### src/rtl/game_ctl_pkg.sv
// game_ctl_pkg: shared phase encoding, screen geometry and default button rectangle.
package game_ctl_pkg;
  typedef enum logic [1:0] {
    ST_START = 2'd0,
    ST_PLAY  = 2'd1,
    ST_OVER  = 2'd2
  } state_e;
  localparam int SCREEN_W   = 800;
  localparam int SCREEN_H   = 600;
  localparam int DEF_BTN_X0 = 300;
  localparam int DEF_BTN_X1 = 499;
  localparam int DEF_BTN_Y0 = 250;
  localparam int DEF_BTN_Y1 = 349;
  localparam int CLICK_HOLD = 30;
  function automatic logic in_range(input logic [12:0] v, input logic [12:0] lo, input logic [12:0] hi);
    return v >= lo && v <= hi;
  endfunction
endpackage

### src/rtl/game_ctl_edge_sync.sv
// edge_sync: optional 2-flop synchronizer followed by a registered rising-edge pulse.
module edge_sync #(
  parameter bit SYNC = 1'b1
) (
  input  logic clk,
  input  logic rst,
  input  logic sig,
  output logic pulse
);
  logic [1:0] sync_q, sync_d;
  logic prev_q, prev_d, pulse_q, pulse_d, lvl;
  assign lvl = SYNC ? sync_q[1] : sig;
  always_comb begin
    sync_d  = {sync_q[0], sig};
    prev_d  = lvl;
    pulse_d = lvl & ~prev_q;
  end
  always_ff @(posedge clk or posedge rst) begin
    if (rst) begin
      sync_q  <= '0;
      prev_q  <= 1'b0;
      pulse_q <= 1'b0;
    end else begin
      sync_q  <= sync_d;
      prev_q  <= prev_d;
      pulse_q <= pulse_d;
    end
  end
  assign pulse = pulse_q;
endmodule

### src/rtl/game_ctl.sv
// game_ctl: start/play/over sequencer with click scoring, frame-based round timer and tear-free screen select.
module game_ctl
  import game_ctl_pkg::*;
#(
  parameter int BTN_X0         = DEF_BTN_X0,
  parameter int BTN_X1         = DEF_BTN_X1,
  parameter int BTN_Y0         = DEF_BTN_Y0,
  parameter int BTN_Y1         = DEF_BTN_Y1,
  parameter int BUG_W          = 64,
  parameter int BUG_H          = 64,
  parameter int GAME_SECONDS   = 30,
  parameter int FRAMES_PER_SEC = 60,
  parameter int OVER_FRAMES    = 180
) (
  input  logic        pclk,
  input  logic        rst,
  input  logic        vblnk,
  input  logic        mouse_left,
  input  logic [11:0] xpos,
  input  logic [11:0] ypos,
  input  logic [11:0] x_bugpos,
  input  logic [11:0] y_bugpos,
  output logic [1:0]  screen_sel,
  output logic        bug_rst,
  output logic [7:0]  score,
  output logic [7:0]  time_left,
  output logic        playing
);
  logic click, frame_tick, on_btn, on_bug;
  state_e state_q, state_d;
  logic go_q, go_d, bug_rst_q, bug_rst_d;
  logic [7:0] score_q, score_d, time_q, time_d, frame_q, frame_d, hold_q, hold_d;
  logic [1:0] sel_q, sel_d;
  edge_sync #(.SYNC(1'b1)) u_mouse (.clk(pclk), .rst(rst), .sig(mouse_left), .pulse(click));
  // vblnk is already in the pclk domain, so only the edge detector is kept to meet the 1-cycle tick latency
  edge_sync #(.SYNC(1'b0)) u_vblnk (.clk(pclk), .rst(rst), .sig(vblnk), .pulse(frame_tick));
  assign on_btn = in_range(13'(xpos), 13'(BTN_X0), 13'(BTN_X1)) && in_range(13'(ypos), 13'(BTN_Y0), 13'(BTN_Y1));
  assign on_bug = in_range(13'(xpos), 13'(x_bugpos), 13'(x_bugpos) + 13'(BUG_W - 1))
               && in_range(13'(ypos), 13'(y_bugpos), 13'(y_bugpos) + 13'(BUG_H - 1));
  always_comb begin
    state_d   = state_q;
    go_d      = go_q;
    score_d   = score_q;
    time_d    = time_q;
    frame_d   = frame_q;
    hold_d    = hold_q;
    bug_rst_d = 1'b0;
    case (state_q)
      ST_START: begin
        if (click && on_btn) go_d = 1'b1;
        if (frame_tick && go_q) begin
          state_d   = ST_PLAY;
          go_d      = 1'b0;
          score_d   = '0;
          time_d    = 8'(GAME_SECONDS);
          frame_d   = '0;
          bug_rst_d = 1'b1;
        end
      end
      ST_PLAY: begin
        if (click && on_bug) begin
          score_d   = score_q == 8'hff ? score_q : score_q + 8'd1;
          bug_rst_d = 1'b1;
        end
        if (frame_tick) begin
          frame_d = frame_q == 8'(FRAMES_PER_SEC - 1) ? 8'd0 : frame_q + 8'd1;
          if (frame_q == 8'(FRAMES_PER_SEC - 1)) begin
            time_d = time_q - 8'd1;
            if (time_q == 8'd1) begin
              state_d = ST_OVER;
              hold_d  = '0;
            end
          end
        end
      end
      ST_OVER: begin
        hold_d  = frame_tick ? hold_q + 8'd1 : hold_q;
        state_d = (hold_d == 8'(OVER_FRAMES) || (click && hold_q >= 8'(CLICK_HOLD))) ? ST_START : ST_OVER;
      end
      default: state_d = ST_START;
    endcase
    sel_d = frame_tick ? state_d : sel_q;
  end
  always_ff @(posedge pclk or posedge rst) begin
    if (rst) begin
      state_q   <= ST_START;
      go_q      <= 1'b0;
      score_q   <= '0;
      time_q    <= 8'(GAME_SECONDS);
      frame_q   <= '0;
      hold_q    <= '0;
      bug_rst_q <= 1'b0;
      sel_q     <= ST_START;
    end else begin
      state_q   <= state_d;
      go_q      <= go_d;
      score_q   <= score_d;
      time_q    <= time_d;
      frame_q   <= frame_d;
      hold_q    <= hold_d;
      bug_rst_q <= bug_rst_d;
      sel_q     <= sel_d;
    end
  end
  assign screen_sel = sel_q;
  assign bug_rst    = bug_rst_q;
  assign score      = score_q;
  assign time_left  = time_q;
  assign playing    = state_q == ST_PLAY;
endmodule

### config.mk
export PLATFORM = sky130hd
export DESIGN_NAME = game_ctl
export DESIGN_NICKNAME = d
export VERILOG_FILES = /design/src/rtl/game_ctl_pkg.sv /design/src/rtl/game_ctl_edge_sync.sv /design/src/rtl/game_ctl.sv
export SDC_FILE = /design/constraint.sdc
export NUM_CORES = 1
export LEC_CHECK = 0
export ABC_CLOCK_PERIOD_IN_PS = 6900
export BUFFER_PORTS_ARGS = -buffer_cell sky130_fd_sc_hd__buf_2
export CORE_ASPECT_RATIO = 1.4
export CORE_MARGIN = 2
export CORE_UTILIZATION = 45
export DETAILED_ROUTE_END_ITERATION = 10
export PLACE_DENSITY = 0.65
export SLEW_MARGIN = 0
export SYNTH_ARGS = -nofsm -noshare
export SYNTH_HDL_FRONTEND = slang
export SYNTH_SLANG_ARGS = --single-unit
export TNS_END_PERCENT = 20
### constraint.sdc
create_clock -name pclk -period 6.9 [get_ports pclk]
set_input_delay 1.725 -clock pclk [delete_from_list [all_inputs] [get_ports pclk]]
set_output_delay 1.725 -clock pclk [all_outputs]
set_load 0.02 [all_outputs]
==> key figures, run 1 <==
Logic synthesis
  • Post-synth top flop: dfrtp_1
  • Mapped cell area: 3840 µm²
  • Synthesized netlist net count: between 500 and 600
  • Mapped Cells: 451
  • EDFF count, synth: 0
  • Synthesized flop and latch total: 44
  • Syn. warnings: 0
  • Top cell type's share of synthesized area: between 20% and 30%
  • Synth async-reset ratio: 100%
  • Avg Inst Size Synth: 8.51 µm²
  • Main area contributors after synthesis: dfrtp_1 (26%), ha_1 (18%), xnor2_1 (5.2%), nand2_1 (4.7%), inv_1 (3.3%)
  • Synth unique cells: 61
  • Register area share after synthesis: slightly below 30%
  • Synth area leader: dfrtp_1

Clock network
  • H-Tree Depth: 2
  • Clock root buffer: clkbuf_16
  • TritonCTS clock tree: built
  • TritonCTS buffer count: 5
  • Cts hold-fix bufs: 0
  • Clk Latency, worst-skew pair: slightly below 0.3 ns
  • Clk sinks: 44
  • Worst-case clock buffer depth: 2
  • Post_cts resized: 0
  • Clock transition at path regs: around 0.060 ns
  • Setup bufs post-CTS: 0

Pwr
  • Pwr/cell area: 188 nW/µm²
  • LEAKAGE: about 2.1 nW
  • VDD IR max: ~0.23 mV
  • Tot Pwr: ~0.84 mW

Hold path
  • Hold path depth: 0
  • Hold Path Class: flop to flop

Critical path
  • WP data arrival: 5.11 ns
  • WP data required: 7.08 ns
  • Crit path launch type: primary input
  • Critical path fanouts, max: 10
  • Reg2Reg Depth: 8
  • WS Path Type: primary input to flop
  • Crit path capture type: flop

Detailed routing
  • Vias per cell: 5.59
  • Starting DRT DRC Count: approximately 120
  • Routed WL: 9.00 mm
  • Drt wl/cell: roughly 14 µm
  • DRT antenna net count: 0
  • Via count: around 3.5k
  • DR pass1 iterations: 4
  • Residual DRC count: 0

Finish
  • Post-Layout Cell Count: ~630
  • Layout cells sized above 1: 19.6%
  • Fin util: a little over half
  • Ant. Diodes: 0
  • Synth-to-layout area growth: 16.1%
  • Final #Nets: approximately 630

STA
  • Fin crit share: a little under three quarters
  • Setup Total Neg Slack: 0 ns
  • Max frequency: about 200 MHz
  • Setup Viol. Count Final: 0
  • RSZ-0062 raised after global routing: false
  • Slew margin rel.: a little over two fifths
  • Period minus WS final: ~5 ns
  • Final hold violations: 0
  • Final max-slew violation count: 0
  • Least-Margin Pin Slew: roughly 0.82 ns
  • Layout Skew: roughly 0.0041 ns

GRT
  • Global-route wire length before repair: ~15 mm
  • GR Util All Layers: about a fifth
  • Pin count of the biggest net entering global routing: 45
  • Total grt overflow: 0
  • Initial antenna violation count: 0
  • Vias in the first global route: 3450

Die
  • Die Height: 113 µm
  • Io pins: between 70 and 80
  • Die width: ~82 µm
  • Row cnt: 39
  • Die area: 9300 µm²
  • Initial Utilization: between 40 and 50%
  • Core area: 8250 µm²

Placed design
  • Placed insts: slightly above 600
  • Post-DP HPWL: a little over 7 mm
  • Port Buffer Count: roughly 70
  • Gpl congestion: 0.857

Run status
  • Status: completed

Job
  • Max cap viols: 0
## critical path, cell delays in order
cell	delay, ns
buf_2	0.12
inv_1	0.08
ha_1	0.19
or3b_2	0.50
o31a_1	0.30
or2_2	0.31
ha_1	0.30
a21oi_1	0.14
nor2_1	0.05
a31o_2	0.24
o211ai_1	0.27
nand4_2	0.31
a31o_4	0.34
a31o_2	0.24
## per-layer routing
metal / GRT usage, % / share of wire [%] / vias up
li1: - / - / 1791
met1: 23.4 / 42 / 1621
met2: 37.4 / 52 / 82
met3: 3.59 / 3.8 / 17
met4: 7.11 / 2.1 / 0
met5: 0 / 0 / -
## state kept, by name (all words and copies together) (netlist names)
signal and flops:
bug_rst 1, frame_q 8, go_q 1, hold_q 8, score 8, screen_sel 2
state_q 2, time_left 8, u_mouse.prev_q 1, u_mouse.pulse 1, u_mouse.sync_q 2, u_vblnk.prev_q 1
u_vblnk.pulse 1
## layout by cell type (no fill, tap or decap), drive strengths merged, types with 3 or more instances in the layout
| cell | count |
|---|---|
| buf | 72 |
| ha | 56 |
| nand2 | 48 |
| dfrtp | 40 |
| inv | 36 |
| nor2 | 34 |
| o21ai | 34 |
| a21oi | 23 |
| xnor2 | 23 |
| nand3 | 17 |
| nor3 | 12 |
| o31ai | 11 |
| nand4 | 11 |
| nand2b | 8 |
| clkbuf | 8 |
| and3 | 7 |
| nor4 | 7 |
| a31o | 7 |
| nor2b | 4 |
| a31oi | 4 |
| a211oi | 4 |
| o31a | 4 |
| dfstp | 4 |
| a21o | 3 |
| or2 | 3 |
| mux2i | 3 |
| nand3b | 3 |
| xor2 | 3 |
| and2 | 3 |
## synthesized netlist by cell type (all sizes together) (8+ instances only)
library cell,number
nor3,12
xnor2,23
nor2,34
nand2,48
nand4,11
nand3,17
dfrtp,40
o31ai,11
nand2b,8
a21oi,23
o21ai,34
ha,56
inv,37
## cell type report
class | count | area, µm²
clock buffers | 8 | 146
inverters | 37 | 139
multi-input cells | 365 | 2580
fillers | 802 | 3790
repair buffers | 72 | 363
well taps | 102 | 128
flip-flops and latches | 44 | 1110
## per-stage QoR
stage / setup slack (ns) / area (µm²) / hold WS [ns]
global placement: 1.74 / 4310 / 0.334
detailed placement: 1.66 / 4310 / 0.343
floorplan: 2.16 / 3840 / 0.331
global route: 1.79 / 4460 / 0.380
CTS: 1.94 / 4460 / 0.356
finish: 1.97 / 4460 / 0.351
## where the power goes
group / switching, mW / total [mW] / internal (mW)
combinational: 0.156 / 0.269 / 0.112
sequential: 0.0366 / 0.329 / 0.293
clock: 0.0958 / 0.240 / 0.144
total: 0.289 / 0.838 / 0.549
## worst paths after layout
kind                                   start           endpoint  slack, ns
setup / recovery                 y_bugpos[0]           score[3]       1.97
hold / removal             u_mouse.sync_q[0]  u_mouse.sync_q[1]       0.35
setup reg to reg                  frame_q[0]       time_left[5]       4.50
hold reg to reg            u_mouse.sync_q[0]  u_mouse.sync_q[1]       0.35
max in group asynchronous                rst       time_left[4]       4.95
min in group asynchronous                rst  u_mouse.sync_q[0]       1.56
## cell families (layout without fill, tap and decap cells)
kind of cell               Yosys count  after routing  synth area share [%]
DFF                                 44             44                  28.8
xor gates and xnor gates            26             26                  5.93
adders and majority gates           56             56                  18.2
muxes                                5              5                  1.37
AOI/OAI and AO/OA                  107            107                  18.1
buffers and inverters               42            117                  4.11
and+or+nand+nor                    171            171                  23.4
Note: power is estimated with default switching activity, not from simulation.
==> run 2: changes to the inputs <==
ABC_CLOCK_PERIOD_IN_PS = 4570   (was 6900)
clock period = 4.57 ns   (was 6.9 ns; I/O delays follow)
==> run 2 against run 1 <==
  * Core utilization increased by 0.53 points
  * Hold slack about the same
  * Clock skew about the same
  * Register-to-register slack got worse by 2.5 ns
  * Non-clock buffer count increased by 1
  * Worst setup slack got worse by 1.5 ns
  * Cell count increased by 0.16%
  * Sequential cell count unchanged
  * Via count increased by 0.80%
  * Cell area increased by 0.98%
  * First-iteration DRC count decreased by 52%
  * Sequential share of layout area decreased by 0.24 points
  * Largest cell class unchanged
  * Highest routed layer unchanged
==> key figures, run 2 (synthesis results as in run 1) <==
Finish
  • Layout cells sized above 1: 20.1% (+0.53 points)
  • Commonest non-fill, non-tap cell in the layout: buf_2
  • Synth-to-layout area growth: 17.2%
  • Post-Layout Cell Count: 629 (+0.16%)
  • Ant. Diodes: 0 (unchanged)
  • Filler instances: 782 (-2.5%)
  • Most frequent cells in the layout: buf_2 (71), ha_1 (56), nand2_1 (48), dfrtp_1 (40), nor2_1 (34)
  • Final #Nets: 634 (+0.16%)
  • Cell area after layout: 4500 µm² (+0.98%)

Detailed routing
  • Routed WL: 9.14 mm (+1.6%)
  • Vias per cell: 5.63 (+0.64%)
  • DR pass1 iterations: 4 (unchanged)
  • Starting DRT DRC Count: 57 (-52%)
  • DRT antenna net count: 0 (unchanged)
  • Residual DRC count: 0 (unchanged)
  • Drt wl/cell: 14.5 µm (+1.4%)
  • Via count: 3539 (+0.80%)

STA
  • Slew margin rel.: 41.9% (-2.1 points)
  • Final max-slew violation count: 0 (unchanged)
  • Period minus WS final: between 4 and 5 ns
  • Fin crit share: between 90% and 100%
  • Max frequency: roughly 240 MHz
  • Final hold violations: 0 (unchanged)
  • Least-Margin Pin Slew: 0.865 ns (+0.0446 ns)
  • Setup Total Neg Slack: 0 ns (unchanged)
  • RSZ-0062 raised after global routing: false
  • Layout Skew: 0.00382 ns (-0.000305 ns)
  • Setup Viol. Count Final: 0 (unchanged)

Job
  • Max cap viols: 0 (unchanged)

GRT
  • Total grt overflow: 0 (unchanged)
  • Initial antenna violation count: 0 (unchanged)
  • Global-route wire length before repair: 15.3 mm (+1.9%)
  • GR Util All Layers: 20.8% (+0.31 points)
  • Pin count of the biggest net entering global routing: 45 (unchanged)
  • Vias in the first global route: 3466 (+0.46%)

Clock network
  • TritonCTS buffer count: 5 (unchanged)
  • Setup bufs post-CTS: 0 (unchanged)
  • TritonCTS clock tree: built
  • Clock root buffer: clkbuf_16
  • Worst-case clock buffer depth: 2 (unchanged)
  • Post_cts resized: 0 (unchanged)
  • H-Tree Depth: 2 (unchanged)
  • Clk sinks: 44 (unchanged)
  • Cts hold-fix bufs: 0 (unchanged)
  • Clk Latency, worst-skew pair: 0.29 ns (about the same)
  • Clock transition at path regs: 0.06 ns (about the same)

Hold path
  • Hold Path End: u_mouse.sync_q[1]
  • Hold Path Class: flop to flop
  • Hold Startpoint: u_mouse.sync_q[0]
  • Hold path depth: 0 (unchanged)

Critical path
  • WP data arrival: 4.33 ns (-0.78 ns)
  • R2R Path Start: frame_q[0]
  • Crit path capture type: flop
  • Slack of the worst reg-to-reg path: 2.05 ns (-2.45 ns)
  • Worst reg2reg endpoint: time_left[7]
  • WS Path Type: primary input to flop
  • Crit path launch type: primary input
  • Critical path fanouts, max: 6 (-4)
  • WP data required: 4.75 ns (-2.33 ns)
  • Reg2Reg Depth: 8 (unchanged)

Pwr
  • LEAKAGE: 2.16 nW (+1.1%)
  • Pwr/cell area: 297 nW/µm² (+58%)
  • VDD IR max: 0.281 mV (+22%)

Placed design
  • Placed cell areas: 4320 µm² (+0.17%)
  • Port Buffer Count: 71 (unchanged)
  • Gpl congestion: 0.850 (-0.78%)
  • Post-DP HPWL: 7.37 mm (+1.7%)
  • Placed insts: 621 (+0.16%)

Die
  • Initial Utilization: 46.6% (unchanged)
  • Die width: 82.1 µm (unchanged)
  • Row cnt: 39 (unchanged)
  • Core area: 8250 µm² (unchanged)
  • Io pins: 72 (unchanged)
  • Die Height: 113 µm (unchanged)
  • Die area: 9300 µm² (unchanged)

Run status
  • Status: completed
[run 2: worst max path at each step]
stage                     endpoint   startpoint  depth (start not counted)  slack [ns]
after floorplan           score[5]  y_bugpos[0]                         13        0.42
after global placement    score[3]  y_bugpos[0]                         14        0.20
after detailed placement  score[3]  y_bugpos[0]                         14        0.14
after CTS                 score[3]  y_bugpos[0]                         14        0.42
after global routing      score[3]  y_bugpos[0]                         15        0.27
final                     score[3]  y_bugpos[0]                         14        0.42
[run 2: critical path, cell delays in order]
cell and delay, ns:
buf_2 0.11, inv_1 0.07, ha_1 0.19, or3b_2 0.50
o31a_1 0.30, or2_2 0.31, ha_1 0.29, a21oi_1 0.14
nor2_1 0.05, a31o_2 0.24, o211ai_1 0.27, nand4_2 0.16
a31o_4 0.28, a31o_2 0.25
[run 2: layer usage]
layer	vias up	track usage (%)	wire length (µm)
met1	1635	23.7	3880
met3	17	2.71	333
li1	1801	-	-
met4	0	9.00	280
met5	-	0	0
met2	86	37.7	4650
[run 2: where the power goes]
group          leakage [nW]  total [mW]  internal [mW]  switching (mW)
Clock                0.0901       0.431          0.288           0.144
Combinational          1.52       0.411          0.170           0.241
Sequential            0.549       0.496          0.442          0.0547
[run 2: cell type report]
type                       instances  area (µm²)  share of cell area (%)
multi-input combinational        365        2580                    57.2
tap                              102         128                    2.83
inverter                          37         139                    3.09
timing repair buffer              73         370                    8.23
clock inverter                     1        30.0                   0.667
sequential                        44        1110                    24.6
clock buffer                       7         153                    3.39
[run 2: stage by stage]
| step | hold slack, ns | power [mW] | worst slack (ns) | utilization, % |
|---|---|---|---|---|
| 3_3_place_gp | 0.334 | 0.903 | 0.200 | 52.4 |
| 6_report | 0.351 | 1.34 | 0.420 | 54.6 |
| 4_1_cts | 0.354 | 1.35 | 0.421 | 54.6 |
| 5_1_grt | 0.365 | 1.42 | 0.266 | 54.6 |
| 2_1_floorplan | 0.331 | 0.774 | 0.417 | - |
| 3_5_place_dp | 0.340 | 0.915 | 0.145 | 52.4 |
